$ cat config.mk
export PLATFORM = sky130hd
export DESIGN_NAME = clock_set_ctrl
export DESIGN_NICKNAME = d
export VERILOG_FILES = /design/src/rtl/clock_set_ctrl.sv
export SDC_FILE = /design/constraint.sdc
export NUM_CORES = 1
export LEC_CHECK = 0
export ABC_AREA = 1
export CAP_MARGIN = 20
export CORE_ASPECT_RATIO = 0.7
export CORE_MARGIN = 2
export CORE_UTILIZATION = 34
export CTS_CLUSTER_DIAMETER = 200
export CTS_CLUSTER_SIZE = 14
export DETAILED_ROUTE_END_ITERATION = 6
export PLACE_DENSITY = 0.57
export SLEW_MARGIN = 20
export SYNTH_ARGS = -nofsm -noshare
export SYNTH_HDL_FRONTEND = slang
export SYNTH_SLANG_ARGS = --single-unit
$ cat constraint.sdc
create_clock -name clk -period 4.1 [get_ports clk]
set_input_delay 1.23 -clock clk [delete_from_list [all_inputs] [get_ports clk]]
set_output_delay 1.23 -clock clk [all_outputs]
set_load 0.03 [all_outputs]
$ cat src/rtl/clock_set_ctrl.sv
// Button front end for Aclock: debounced set/inc/dec, field-by-field BCD HH:MM edit, load strobes.
// Optional macro AUTO_REPEAT_EN adds hold-to-repeat on inc/dec.
module clock_set_ctrl #(
  parameter int DEBOUNCE_CYCLES = 3,
  parameter int TIMEOUT_CYCLES  = 50,
  parameter int REPEAT_DELAY    = 10,
  parameter int REPEAT_RATE     = 2
) (
  input  logic       clk,
  input  logic       reset_n,
  input  logic       btn_set,
  input  logic       btn_inc,
  input  logic       btn_dec,
  input  logic       sw_alarm,
  output logic [1:0] H_in1,
  output logic [3:0] H_in0,
  output logic [3:0] M_in1,
  output logic [3:0] M_in0,
  output logic       LD_time,
  output logic       LD_alarm,
  output logic       editing,
  output logic [1:0] edit_field
);

  localparam int DB_W = $clog2(DEBOUNCE_CYCLES + 1);
  localparam int TO_W = $clog2(TIMEOUT_CYCLES + 1);

  typedef enum logic [1:0] {IDLE, EDIT_H, EDIT_M, COMMIT} state_t;

  // Button index: 0 = set, 1 = inc, 2 = dec
  logic [2:0]            raw, sync1_q, sync2_q, level_q, level_d, press;
  logic [2:0][DB_W-1:0]  db_cnt_q, db_cnt_d;

  state_t          state_q, state_d;
  logic            target_q, target_d;
  logic [TO_W-1:0] to_q, to_d;
  logic [1:0]      h1_q, h1_d;
  logic [3:0]      h0_q, h0_d, m1_q, m1_d, m0_q, m0_d;
  logic            ld_time_q, ld_time_d, ld_alarm_q, ld_alarm_d;
  logic            in_edit, inc_ev, dec_ev, step_en, step_up, rpt_step, rpt_up;
  logic [5:0]      h_next;
  logic [7:0]      m_next;

  function automatic logic [5:0] hour_step(input logic [1:0] t, input logic [3:0] u,
                                           input logic up);
    logic [5:0] r;
    if (up) begin
      if (t == 2'd2 && u == 4'd3) r = 6'd0;
      else if (u == 4'd9)         r = {t + 2'd1, 4'd0};
      else                        r = {t, u + 4'd1};
    end else begin
      if (t == 2'd0 && u == 4'd0) r = {2'd2, 4'd3};
      else if (u == 4'd0)         r = {t - 2'd1, 4'd9};
      else                        r = {t, u - 4'd1};
    end
    return r;
  endfunction

  function automatic logic [7:0] min_step(input logic [3:0] t, input logic [3:0] u,
                                          input logic up);
    logic [7:0] r;
    if (up) begin
      if (u == 4'd9) r = {(t == 4'd5) ? 4'd0 : t + 4'd1, 4'd0};
      else           r = {t, u + 4'd1};
    end else begin
      if (u == 4'd0) r = {(t == 4'd0) ? 4'd5 : t - 4'd1, 4'd9};
      else           r = {t, u - 4'd1};
    end
    return r;
  endfunction

  assign raw = {btn_dec, btn_inc, btn_set};

  // The press pulse fires in the cycle the debounced level is about to rise
  always_comb begin
    for (int b = 0; b < 3; b++) begin
      level_d[b]  = level_q[b];
      db_cnt_d[b] = '0;
      press[b]    = 1'b0;
      if (sync2_q[b] != level_q[b]) begin
        if (db_cnt_q[b] == DB_W'(DEBOUNCE_CYCLES - 1)) begin
          level_d[b] = sync2_q[b];
          press[b]   = sync2_q[b];
        end else begin
          db_cnt_d[b] = db_cnt_q[b] + 1'b1;
        end
      end
    end
  end

  assign in_edit = (state_q == EDIT_H) || (state_q == EDIT_M);
  assign inc_ev  = press[1] & ~press[2];
  assign dec_ev  = press[2] & ~press[1];

`ifdef AUTO_REPEAT_EN
  localparam int RP_MAX = (REPEAT_DELAY > REPEAT_RATE) ? REPEAT_DELAY : REPEAT_RATE;
  localparam int RP_W   = $clog2(RP_MAX + 1);
  logic [RP_W-1:0] rpt_cnt_q, rpt_cnt_d;
  logic            rpt_first_q, rpt_first_d;

  always_comb begin
    rpt_cnt_d   = '0;
    rpt_first_d = 1'b1;
    rpt_step    = 1'b0;
    if (in_edit && (level_q[1] ^ level_q[2]) && !(|press)) begin
      rpt_first_d = rpt_first_q;
      if (rpt_cnt_q + 1'b1 == (rpt_first_q ? RP_W'(REPEAT_DELAY) : RP_W'(REPEAT_RATE))) begin
        rpt_step    = 1'b1;
        rpt_first_d = 1'b0;
      end else begin
        rpt_cnt_d = rpt_cnt_q + 1'b1;
      end
    end
  end
  assign rpt_up = level_q[1];

  always_ff @(posedge clk or negedge reset_n) begin
    if (!reset_n) begin
      rpt_cnt_q   <= '0;
      rpt_first_q <= 1'b1;
    end else begin
      rpt_cnt_q   <= rpt_cnt_d;
      rpt_first_q <= rpt_first_d;
    end
  end
`else
  assign rpt_step = 1'b0;
  assign rpt_up   = 1'b0;
  if (REPEAT_DELAY < 1 || REPEAT_RATE < 1) begin : g_repeat_cfg_unused
  end
`endif

  assign step_en = in_edit && !press[0] && (inc_ev || dec_ev || rpt_step);
  assign step_up = inc_ev || (rpt_step && rpt_up);
  assign h_next  = hour_step(h1_q, h0_q, step_up);
  assign m_next  = min_step(m1_q, m0_q, step_up);

  always_comb begin
    state_d    = state_q;
    target_d   = target_q;
    to_d       = to_q;
    {h1_d, h0_d} = {h1_q, h0_q};
    {m1_d, m0_d} = {m1_q, m0_q};
    ld_time_d  = 1'b0;
    ld_alarm_d = 1'b0;
    case (state_q)
      IDLE: if (press[0]) begin
        state_d  = EDIT_H;
        target_d = sw_alarm;
        to_d     = '0;
      end
      EDIT_H, EDIT_M: begin
        if (press[0]) begin
          state_d = (state_q == EDIT_H) ? EDIT_M : COMMIT;
          to_d    = '0;
        end else if ((|press[2:1]) || rpt_step) begin
          to_d = '0;
        end else if (to_q == TO_W'(TIMEOUT_CYCLES - 1)) begin
          state_d = IDLE;
        end else begin
          to_d = to_q + 1'b1;
        end
        if (step_en && state_q == EDIT_H) {h1_d, h0_d} = h_next;
        if (step_en && state_q == EDIT_M) {m1_d, m0_d} = m_next;
      end
      COMMIT: begin
        state_d    = IDLE;
        ld_time_d  = ~target_q;
        ld_alarm_d = target_q;
      end
      default: state_d = IDLE;
    endcase
  end

  always_ff @(posedge clk or negedge reset_n) begin
    if (!reset_n) begin
      sync1_q    <= '0;
      sync2_q    <= '0;
      level_q    <= '0;
      db_cnt_q   <= '0;
      state_q    <= IDLE;
      target_q   <= 1'b0;
      to_q       <= '0;
      h1_q       <= '0;
      h0_q       <= '0;
      m1_q       <= '0;
      m0_q       <= '0;
      ld_time_q  <= 1'b0;
      ld_alarm_q <= 1'b0;
    end else begin
      sync1_q    <= raw;
      sync2_q    <= sync1_q;
      level_q    <= level_d;
      db_cnt_q   <= db_cnt_d;
      state_q    <= state_d;
      target_q   <= target_d;
      to_q       <= to_d;
      h1_q       <= h1_d;
      h0_q       <= h0_d;
      m1_q       <= m1_d;
      m0_q       <= m0_d;
      ld_time_q  <= ld_time_d;
      ld_alarm_q <= ld_alarm_d;
    end
  end

  assign H_in1      = h1_q;
  assign H_in0      = h0_q;
  assign M_in1      = m1_q;
  assign M_in0      = m0_q;
  assign LD_time    = ld_time_q;
  assign LD_alarm   = ld_alarm_q;
  assign editing    = in_edit;
  assign edit_field = (state_q == EDIT_H) ? 2'b01 : (state_q == EDIT_M) ? 2'b10 : 2'b00;

endmodule
Yosys cells after proc, flatten, opt, wreduce, memory -nomap -nowiden
Index checks and enable logic that the tools add are counted.
- add/sub/neg operators: 12
- $mul: 0
- divide/modulo/power cells: 0
- magnitude comparators: 0
- equality and inequality tests: 21
- shift operators: 0
- mux-type cells: 37
- bitwise gates (word level): 5
- reduce and logical (&&, ||, !) cells: 29
- operators by type and width (operator ; number):
    $mux W6 ; 9
    $mux W2 ; 12
    $mux W8 ; 3
    $add A4 B1 Y4 const B ; 3
    $eq A2 B2 Y1 const B ; 6
    $logic_not A4 Y1 ; 3
    $pmux W6 S2 ; 1
    $reduce_and A2 Y1 ; 6
    $sub A4 B1 Y4 const B ; 3
    $mux W1 ; 9
    $add A2 B1 Y2 const B ; 4
    $eq A4 B4 Y1 const B ; 2
    $mux W4 ; 2
    $reduce_and A4 Y1 ; 2
    $add A6 B1 Y6 const B ; 1
    $eq A6 B6 Y1 const B ; 1
    $logic_and A1 B1 Y1 ; 6
    $ne A3 B3 Y1 const B ; 2
    $pmux W2 S3 ; 1
    $reduce_and A3 Y1 ; 2
    $eq A4 B2 Y1 const B ; 1
    $eq A4 B3 Y1 const B ; 1
    $logic_not A2 Y1 ; 2
    $ne A4 B4 Y1 const B ; 1
    other kinds (13) ; 21
- register bits after elaboration: 40
- bits in latches: 0
- memory bits (writable): 0
- memory bits (read-only): 0
- input bits: 6
- output and inout port bits: 19
- logic and storage cells: 121
- memories: 0

Longest topological paths before layout
- depth after elaboration: 9
- gate-level depth with buffers: 13
- gate-level depth less buffers: 13

Worst setup path before layout
OpenSTA, ideal clock, no wires.
- kind: register to output
- start point: register state_q[0]
- end point: output port editing
- data arrival time: 1.035 ns
- required time: 2.870 ns
- setup slack: 1.835 ns
- cell stages (with the launch flop): 3
- buffers on the path: 0
- cell sequence: dfrtp_1 -> inv_1 -> ha_1
- word-level cells in the longest chain between the ends: 2
- elaborated cells between the ends (all ways): 3
- those cells by class: eq/ne (2); reduce/logical (1)
- RTL lines (item ; line ; text):
    from (decl) ; 34 ; state_t state_q, state_d;
    from (signal assigned) ; 195 ; state_q <= state_d;
    $eq A2 B1 Y1 / $eq A2 B2 Y1 (equally long branches) ; 91 ; assign in_edit = (state_q == EDIT_H) || (state_q == EDIT_M);
    $logic_or A1 B1 Y1 (*) ; 91 ;
    to (decl) ; 21 ; output logic editing,
Every way passes the cells marked *; elsewhere a longest branch is shown, timed or not.

Final worst setup path
Same ends and word-level chain as after synthesis.

==> results.md <==
* Outcome: completed
* Critical path class: reg2out
* Ant diodes at 0
* First-pass DRT Iterations at 4
* Die Height at 74.6 um
* Synth unique cells at 34
* Critical Path Max Stage Delay at 0.73 ns
* Critical Path Fanout Max at 7
* Ys Warns at 0
* Max Freq at 308 MHz
* Post-CTS Repair Setup Buffers at 0
* Setup TNS at 0 ns
* Total of max-cap violations at 0
* DP Worst Slack at 1.17 ns
* Setup Skew at 0.00858 ns
* Commonest non-fill, non-tap cell in the layout: nand2_1
* Die area at 0.00783 mm^2
* Cts hold-fix bufs at 0
* Setup ws final at 0.854 ns
* TritonCTS buffer count at 5
* CP Data Arrival Time at 2.02 ns
* Cell area after layout at 0.00287 mm^2
* Drt total wl at 4890 um
* Slowest cell on the critical path: clkdlybuf4s50_1
* First-pass GRT wire length at 8680 um
* Worst hold slack at 0.352 ns
* Row Count at 25
* Register area at 0.00100 mm^2
* Area added between synthesis and finish at 18.2%
* ANT nets after route at 0
* Antenna violations before repair at 0
* Dpl cell area at 0.00277 mm^2
* Post-synthesis sequential area ratio at 41.3%
* Worst-Skew Late Latency at 0.29 ns
* Worst-case clock buffer depth at 2
* CP startpoint kind: register
* Via count at 2022
* Clock transition at the registers of the reported paths at 0.08 ns
* Starting Density at 35.5%
* Routed wire per std cell at 11.3 um
* CP bufs+invs at 2
* Post_cts resized at 0
* Hold Vio Cnt, Final at 0
* Core ar. at 0.00682 mm^2
* Die W at 105 um
* Filler cells at 703
* CP required at 2.87 ns
* Mapped Area at 0.00242 mm^2
* Sequence of cells on the critical path: inv_1 -> ha_1 -> clkdlybuf4s50_1
* Clk sinks at 40
* DPL Wire Length at 3650 um
* Register bit count reported by yosys at 40
* Worst Max-Slew Pin Slew at 0.907 ns
* Layout cells sized above 1 at 11.2%
* Max Slew Vio Count at 0
* Crit. End Element: primary output
* Fin nets at 360
* Drt drc at 0
* Final Wtd Congestion at 0.815
* Final worst path period need at 3.25 ns
* Largest net degree at the start of global routing at 41
* RSZ-0062 raised after global routing: no
* Slew headroom at 39.5%
* GRT Total Usage at 13.7%
* Mapped Nets at 331
* Io pins at 25
* TritonCTS clock tree: yes
* Synth Area per Inst at 7.82 um^2
* Family with the most delay on the worst path: buffers and inverters
* Peak VDD IR at 0.000306 V
* Via-to-Cell Ratio at 4.66
* Period utilization at 79.2%
* Worst hold path type: reg2reg
* Multi-input logic area at 0.00124 mm^2
* Vias in the first global route at 1862
* Final Setup Violations at 0
* H-tree levels at 2
* Clock root buffer master: clkbuf_8
* PortBufs at 24
* Leakage Power at 0.00139 uW
* Most frequent cells in the layout: nand2_1 (99), dfrtp_1 (40), inv_1 (34)
* PD cells at 680 mW/mm^2
* Starting DRT DRC Count at 93
* Post-Syn Instances at 310
* Gr ovfl total at 0
## state kept, by name, indices dropped and copies added, names as in the netlist
signal    count
H_in0         4
H_in1         2
M_in0         4
level_q       3
sync1_q       3
db_cnt_q      6
sync2_q       3
M_in1         4
state_q       2
to_q          6
target_q      1
LD_time       1
LD_alarm      1
## kinds of logic after synthesis
kind of cell / Yosys count / synth area share (%)
AND/OR/NAND/NOR: 168 / 33.5
buffers and inverters: 47 / 7.33
flip-flops: 40 / 41.3
AO/OA/AOI/OAI: 34 / 8.00
adder cells (fa/ha/maj): 15 / 7.74
XOR/XNOR: 6 / 2.17
## cell usage after synthesis, drive strengths merged
library cell  count  share of area [%]
a21boi            1               0.31
a21oi             7                1.9
buf               1               0.21
clkbuf            1               0.15
dfrtp            40                 41
ha               15                7.7
inv              45                7.0
nand2           102                 16
nand3            28                6.5
nand3b            1               0.31
nand4             6                2.4
nor2             18                4.6
nor3             11                2.5
nor3b             1               0.77
o211ai            1               0.31
o21ai            23                4.9
o21bai            1               0.31
o22ai             1               0.26
or2               1               0.26
xnor2             5                1.8
xor2              1               0.36
## where the power goes
| group | leakage, uW | switching, uW | total (uW) | internal, uW |
|---|---|---|---|---|
| Sequential | 0.000522 | 129 | 633 | 504 |
| Combinational | 0.000823 | 644 | 1040 | 393 |
| Clock | 0.0000434 | 140 | 277 | 136 |
## per-stage QoR
stage | cells | total power [uW] | util, %
after CTS | 434 | 1970 | 42.0
final | 434 | 1950 | 42.0
after detailed placement | 426 | 1680 | 40.6
after global routing | 434 | 2130 | 42.0
after global placement | 426 | 1670 | 40.6
after floorplan | 310 | 1390 | -
## routing by layer
metal / track usage (%) / share of wire (%) / vias up
li1: - / - / 1048
met1: 21.2 / 56 / 938
met2: 19.2 / 40 / 32
met3: 3.12 / 4.2 / 4
met4: 3.26 / 0.72 / 0
met5: 0 / 0 / -
## final cells by class
cell class                 instances  area share, %
clock buffer                       6           2.88
clock inverter                     2          0.524
inverter                          45           5.90
multi-input combinational        223           43.4
sequential                        40           34.9
tap                               94           4.10
timing repair buffer              24           8.21
## path summary, 6_finish.rpt
| kind | from | endpoint | slack [ns] | cells past startpoint |
|---|---|---|---|---|
| worst max-delay path | state_q[0] | editing | 0.85 | 3 |
| worst min-delay path | sync1_q[2] | sync2_q[2] | 0.35 | 0 |
| worst max register to register | sync2_q[2] | H_in1[1] | 1.92 | 10 |
| worst min register to register | sync1_q[2] | sync2_q[2] | 0.35 | 0 |
| max in group asynchronous | reset_n | to_q[3] | 2.46 | 1 |
| min in group asynchronous | reset_n | db_cnt_q[1] | 1.07 | 1 |
Power figures use the tool's default switching activity.
